### src/rtl/arb_mux_pkg.sv
// Shared constants and types for the round-robin 4:1 arbitrated mux.
package arb_mux_pkg;
  localparam int N_REQ = 4;
  typedef logic [1:0] req_idx_t;
endpackage

### src/rtl/rr_arbiter_4.sv
// Combinational round-robin arbiter: first set req bit from ptr upward, wrapping.
module rr_arbiter_4
  import arb_mux_pkg::*;
(
  input  logic [N_REQ-1:0] req,
  input  req_idx_t         ptr,
  output logic [N_REQ-1:0] grant,
  output req_idx_t         grant_idx,
  output logic             any
);
  req_idx_t idx;
  logic     found;

  always_comb begin
    grant     = '0;
    grant_idx = '0;
    found     = 1'b0;
    idx       = '0;
    any       = |req;
    // 2-bit index arithmetic wraps 3 -> 0 for free
    for (int k = 0; k < N_REQ; k++) begin
      idx = ptr + req_idx_t'(k);
      if (!found && req[idx]) begin
        found      = 1'b1;
        grant_idx  = idx;
        grant[idx] = 1'b1;
      end
    end
  end
endmodule

### src/rtl/arb_mux_4.sv
// Four requesters time-share one registered output slot under round-robin arbitration.
module arb_mux_4
  import arb_mux_pkg::*;
#(
  parameter int WIDTH = 4
) (
  input  logic             clk,
  input  logic             rst,
  input  logic [N_REQ-1:0] in_valid,
  input  logic [WIDTH-1:0] d0,
  input  logic [WIDTH-1:0] d1,
  input  logic [WIDTH-1:0] d2,
  input  logic [WIDTH-1:0] d3,
  output logic [N_REQ-1:0] in_ready,
  output logic             out_valid,
  output logic [WIDTH-1:0] out_data,
  output logic [1:0]       out_sel,
  input  logic             out_ready
);
  logic [N_REQ-1:0][WIDTH-1:0] din;
  logic [N_REQ-1:0]            grant;
  req_idx_t                    grant_idx;
  req_idx_t                    ptr;
  logic                        any;
  logic                        load;

  assign din  = {d3, d2, d1, d0};
  assign load = !out_valid || out_ready;

  rr_arbiter_4 u_arb (
    .req       (in_valid),
    .ptr       (ptr),
    .grant     (grant),
    .grant_idx (grant_idx),
    .any       (any)
  );

  // No handshake may complete while reset is held
  assign in_ready = (load && !rst) ? grant : '0;

  always_ff @(posedge clk) begin
    if (rst) begin
      out_valid <= 1'b0;
      out_data  <= '0;
      out_sel   <= '0;
      ptr       <= '0;
    end else if (load) begin
      if (any) begin
        out_valid <= 1'b1;
        out_data  <= din[grant_idx];
        out_sel   <= grant_idx;
        ptr       <= grant_idx + req_idx_t'(1);
      end else begin
        out_valid <= 1'b0;
      end
    end
  end
endmodule

### config.mk
export PLATFORM = sky130hd
export DESIGN_NAME = arb_mux_4
export DESIGN_NICKNAME = d
export VERILOG_FILES = /design/src/rtl/arb_mux_pkg.sv /design/src/rtl/rr_arbiter_4.sv /design/src/rtl/arb_mux_4.sv
export SDC_FILE = /design/constraint.sdc
export NUM_CORES = 1
export LEC_CHECK = 0
export ABC_CLOCK_PERIOD_IN_PS = 2700
export CORE_UTILIZATION = 43
export DETAILED_ROUTE_END_ITERATION = 8
export HOLD_SLACK_MARGIN = 0.05
export PLACE_DENSITY = 0.84
export SLEW_MARGIN = 5
export SYNTH_ARGS = -nofsm -noshare
export SYNTH_HDL_FRONTEND = slang
export SYNTH_SLANG_ARGS = --single-unit
### constraint.sdc
create_clock -name clk -period 2.7 [get_ports clk]
set_input_delay 0.27 -clock clk [delete_from_list [all_inputs] [get_ports clk]]
set_output_delay 0.27 -clock clk [all_outputs]
set_load 0.1 [all_outputs]
=== After elaboration in Yosys (flattened, before gate mapping) ===
Cells that the tools add are included.
W data, S select, Z words.

* Register bits: 9
* Latch bits: 0
* Memory bits (writable): 0
* Bits in read-only memories: 0
* Input bits: 23
* Logic and storage cells: 67
* Memories kept: 0

* Add/sub/neg operators: 4
* $mul: 0
* Div/mod/pow operators: 0
* Order comparisons: 9
* Equality and inequality tests: 0
* Shifts and indexed selects: 0
* Mux-type cells: 31
* Bitwise gates (word level): 3
* Reduce and logical (&&, ||, !) cells: 16

{| class="wikitable"
|+ Operators with widths
! operator !! count
|-
| $mux W4 || 6
|-
| $lt A2 B3 Y1 const B || 5
|-
| $mux W1 || 12
|-
| $or A4 B4 Y4 || 3
|-
| $bmux W1 S2 || 4
|-
| $bmux W4 S2 || 1
|-
| $demux W1 S2 || 4
|-
| $ge A2 B1 Y1 const B || 4
|-
| $logic_and A1 B1 Y1 || 8
|-
| $mux W2 || 4
|-
| $logic_not A1 Y1 || 5
|-
| $add A2 B1 Y2 const B || 2
|-
| $add A2 B2 Y2 const B || 2
|-
| $reduce_or A4 Y1 || 1
|-
| $reduce_and A2 Y1 || 1
|-
| $logic_or A1 B1 Y1 || 1
|}

=== Longest topological paths before layout ===
* Depth in word-level cells: 14
* Mapped depth: 10
* Gate-level depth less buffers: 8

=== Cells and area by module ===
From an unflattened synthesis, not the netlist that was laid out.

* Cell total of the unflattened synthesis: 101
* Area total of the unflattened synthesis: 923.4 um^2

{| class="wikitable"
|+ Modules (own cells, without submodules)
! module !! instances !! cells each !! area each (um^2) !! seq. area each (um^2)
|-
| arb_mux_4 || 1 || 50 || 476.7 || 180.2
|-
| rr_arbiter_4 || 1 || 51 || 446.7 || 0.0
|}

=== Worst setup path after synthesis ===
No wires, ideal clock.

* Path kind: reg-to-output
* Start: register ptr[0]
* End: output in_ready[3]
* Arrival time: 3279 ps
* Setup slack: -849 ps
* Stages on the path, launching flop included: 10
* Buffers on the path: 2
* Cells stage by stage: dfxtp_1 > buf_6 > inv_2 > ha_1 > buf_2 > or3b_1 > a2111o_1 > nand3_2 > a221oi_1 > nor2_1

* Cells in the longest elaborated chain, start to end: 13

{| class="wikitable"
|+ Ends and longest elaborated chain
! item !! RTL line !! RTL
|-
| start, declared || arb_mux_4.sv:23 || <nowiki>req_idx_t ptr;</nowiki>
|-
| start signal, assigned || arb_mux_4.sv:52 || <nowiki>ptr <= grant_idx + req_idx_t'(1);</nowiki>
|-
| parallel branches: the longest is 11 deep, another holds $lt A2 B3 Y1 || -- ||
|-
| $mux W4 (*) || rr_arbiter_4.sv:23 || <nowiki>if (!found && req[idx]) begin</nowiki>
|-
| $mux W4 (*) || arb_mux_4.sv:39 || <nowiki>assign in_ready = (load && !rst) ? grant : '0;</nowiki>
|-
| end, declared || arb_mux_4.sv:14 || <nowiki>output logic [N_REQ-1:0] in_ready,</nowiki>
|}

Mark *: on every way between the ends. The select of a mux whose other input is x is not followed.

=== Worst setup path in the final report ===
* Start: register ptr[0]
* End: output in_ready[0]

The elaborated chain is that of the path after synthesis.

==> metrics <==
DPL Wire Length 2770 µm; Die Ht 55.3 µm; Hold Path Depth 2; async set or reset register ratio after synthesis 0%; Final Max Tran Viols 0; Register Area 185 µm²; final period utilization 96.5%; Layout Utilization 71.7%; drt drc 0; clk_lat worst skew 0.28 ns; clock sink count 9; vias in the first global route 1356; Placed Area 0.00179 mm²; FMAX 0.384 GHz; TNS Setup 0 ns; Root Driver clkbuf_4; port bufs 33; Worst-Margin Slew 0.510 ns; Largest stage delay, worst path 0.45 ns; Hold-fix buffers, CTS 0; Num CTS Buffers 3; Min-Delay Path Class reg -> reg; Layout Nets 221; CTS clk-pin slew, worst paths 0.07 ns; Synth Flop Type dfxtp_1; Hold Violations, Final 0; cell taking the most area after synthesis dfxtp_1; post-synthesis cell type count 43; worst slack, placed 0.0294 ns; final WL 3590 µm; sequential fraction of the synthesis area 14.7%; filler instances 199; Max FO, Critical Path 6; Initial Utilization 47.2%; outcome finished, final reports clean; Core Area 0.00259 mm²; synthesized area 0.00122 mm²; Mapped Cells 145; post-route cell area 0.00186 mm²; Pwr per Cell Area 983 mW/mm²; final setup vio count 0; Post-Syn Nets 175; max cap viols 0; FF+latch count, synth 9; Setup CP Type reg -> out; Hold WS 0.472 ns; post-layout minimum cycle time 2.60 ns; syn_area_per_cell 8.44 µm²; diode count 0; CTS tree built; Worst R2R End out_data[1]; H-tree levels 1; Critical Path Sink Type primary output; Synth top area share 14.7%; leak pwr 0.763 nW; buffers and inverters on the worst path 3; top cell family by delay on the critical path simple AND/OR/NAND/NOR gates; Row Count 18; Crit-path slowest cell a2111o_1; Worst R2R Path Depth 10; synth top area cells dfxtp_1 15%, mux2i_1 9.0%, ha_1 7.2%, nor2_1 6.1%, mux4_2 5.5%; area grow syn2layout 51.8%; WHS Endpoint out_sel[1]; clk_skew 0.00932 ns; initial antenna violation count 0; data required time of the critical path 2.43 ns; first-pass GRT wire length 6000 µm; most used cell, CP buf_12; vias per cell 6.08; Vias 1337; PnR worst setup slack 0.0956 ns; drt initial violations 44; layout cells sized above 1 34.7%; worst-case clock buffer depth 2; GR Overflow Total 0; Worst VDD drop 968 µV; I/O Pins 34; reg2reg setup slack 0.17 ns; type of origin of the critical path flip-flop; CP Data Arrival Time 2.33 ns; area of the multi-input gates 0.00108 mm²; post-route ant nets 0; Routability Congestion 0.848; R2R Path Start ptr[0]; First-pass DRT Iterations 4; critical path cell sequence inv_4 -> ha_4 -> or3b_1 -> a2111o_1 -> nand3_4 -> buf_12 -> a221oi_4 -> nor2_4 -> buf_12; die area 0.00306 mm²; largest net degree at the start of global routing 14; Slew headroom 65.6%; Hold Crit Start out_sel[1]; Yosys warnings 0; average wire per standard cell 16.3 µm; Post-synth EDFFs 0; Die W 55.3 µm; GRT Overall Usage 24.1%
## state kept, by name, indices dropped and copies added, names as in the netlist
name / cells
out_data: 4
ptr: 2
out_sel: 2
out_valid: 1
## layout make-up
class | count | share of cell area, %
multi-input combinational | 121 | 58.0
timing repair buffer | 53 | 27.9
clock buffer | 4 | 1.41
inverter | 3 | 0.741
tap | 30 | 2.02
sequential | 9 | 9.97
## cells in the final DEF, fill, tap and decap left out, types with 3 or more instances in the layout
master / instances
a2111oi_2: 3
dfxtp_1: 7
clkdlybuf4s50_1: 21
nor3_1: 4
a211oi_1: 4
buf_4: 26
a211o_1: 3
mux4_2: 3
nand2_1: 10
nor2_4: 4
mux2i_1: 11
a22oi_1: 4
a21oi_1: 7
nor2_1: 16
ha_1: 6
nand2b_1: 4
a221oi_4: 4
buf_12: 5
nand3b_1: 3
clkbuf_4: 3
nand3_1: 4
mux2_2: 5
## Yosys cell counts, types with 2 or more instances
master / instances
o211ai_1: 2
nand3_1: 4
mux2i_1: 11
a21oi_1: 7
ha_1: 7
dfxtp_1: 9
mux4_2: 3
and3_1: 2
a211oi_1: 4
a221oi_1: 4
nand2b_4: 2
buf_6: 3
inv_1: 2
nor2_1: 20
nand2_1: 10
a211o_1: 3
buf_2: 6
nand2b_1: 4
nand3b_1: 3
nor3_1: 4
clkbuf_1: 3
a22oi_1: 4
a2111oi_2: 3
mux2_2: 5
a311oi_1: 2
## repair_timing
| action | in CTS | in global routing |
|---|---|---|
| buffers inserted | 2 | 3 |
| resized for setup | 1 | 2 |
| setup endpoints to repair | 4 | 4 |
| pin swaps | 0 | 7 |
## per-stage QoR
step	std cells	total power, mW
after floorplan	145	1.35
after CTS	217	1.80
after global placement	211	1.62
final	220	1.83
after global routing	220	1.92
after detailed placement	211	1.66
## per-layer routing
layer,vias up,GRT usage [%],share of wire (%)
li1,640,-,-
met1,622,27.6,40
met2,62,43.2,51
met3,13,3.75,5.9
met4,0,11.4,2.8
met5,-,0,0
## tightest hold or removal path, cell delays in order (launching register included)
cell and delay, ns:
dfxtp_1 0.32, nand2_1 0.05, a21oi_1 0.06
## where the power goes
part           internal [mW]  switching, mW  total, mW
Clock                 0.0574         0.0569      0.114
Sequential             0.180         0.0310      0.211
Combinational          0.603          0.899       1.50
Total                  0.840          0.987       1.83
## logic make-up (layout without fill, tap and decap cells)
group | count (synthesis) | count (layout) | synth area share, %
DFF | 9 | 9 | 14.7
buffers and inverters | 15 | 60 | 7.05
AOI/OAI and AO/OA | 36 | 36 | 24.8
muxes | 20 | 20 | 20.0
and+or+nand+nor | 57 | 57 | 25.5
xor gates and xnor gates | 1 | 1 | 0.716
adders and majority gates | 7 | 7 | 7.16
## worst max path at each step
stage | from | end | slack (ns) | cells after the start
after CTS | ptr[1] | in_ready[0] | 0.01 | 9
after global placement | in_valid[2] | out_data[0] | 0.11 | 7
after global routing | ptr[0] | in_ready[0] | -0.0005 | 8
after floorplan | ptr[1] | in_ready[3] | 0.02 | 9
after detailed placement | in_valid[2] | out_data[0] | 0.03 | 7
final | ptr[0] | in_ready[0] | 0.1 | 9
Power figures use the tool's default switching activity.
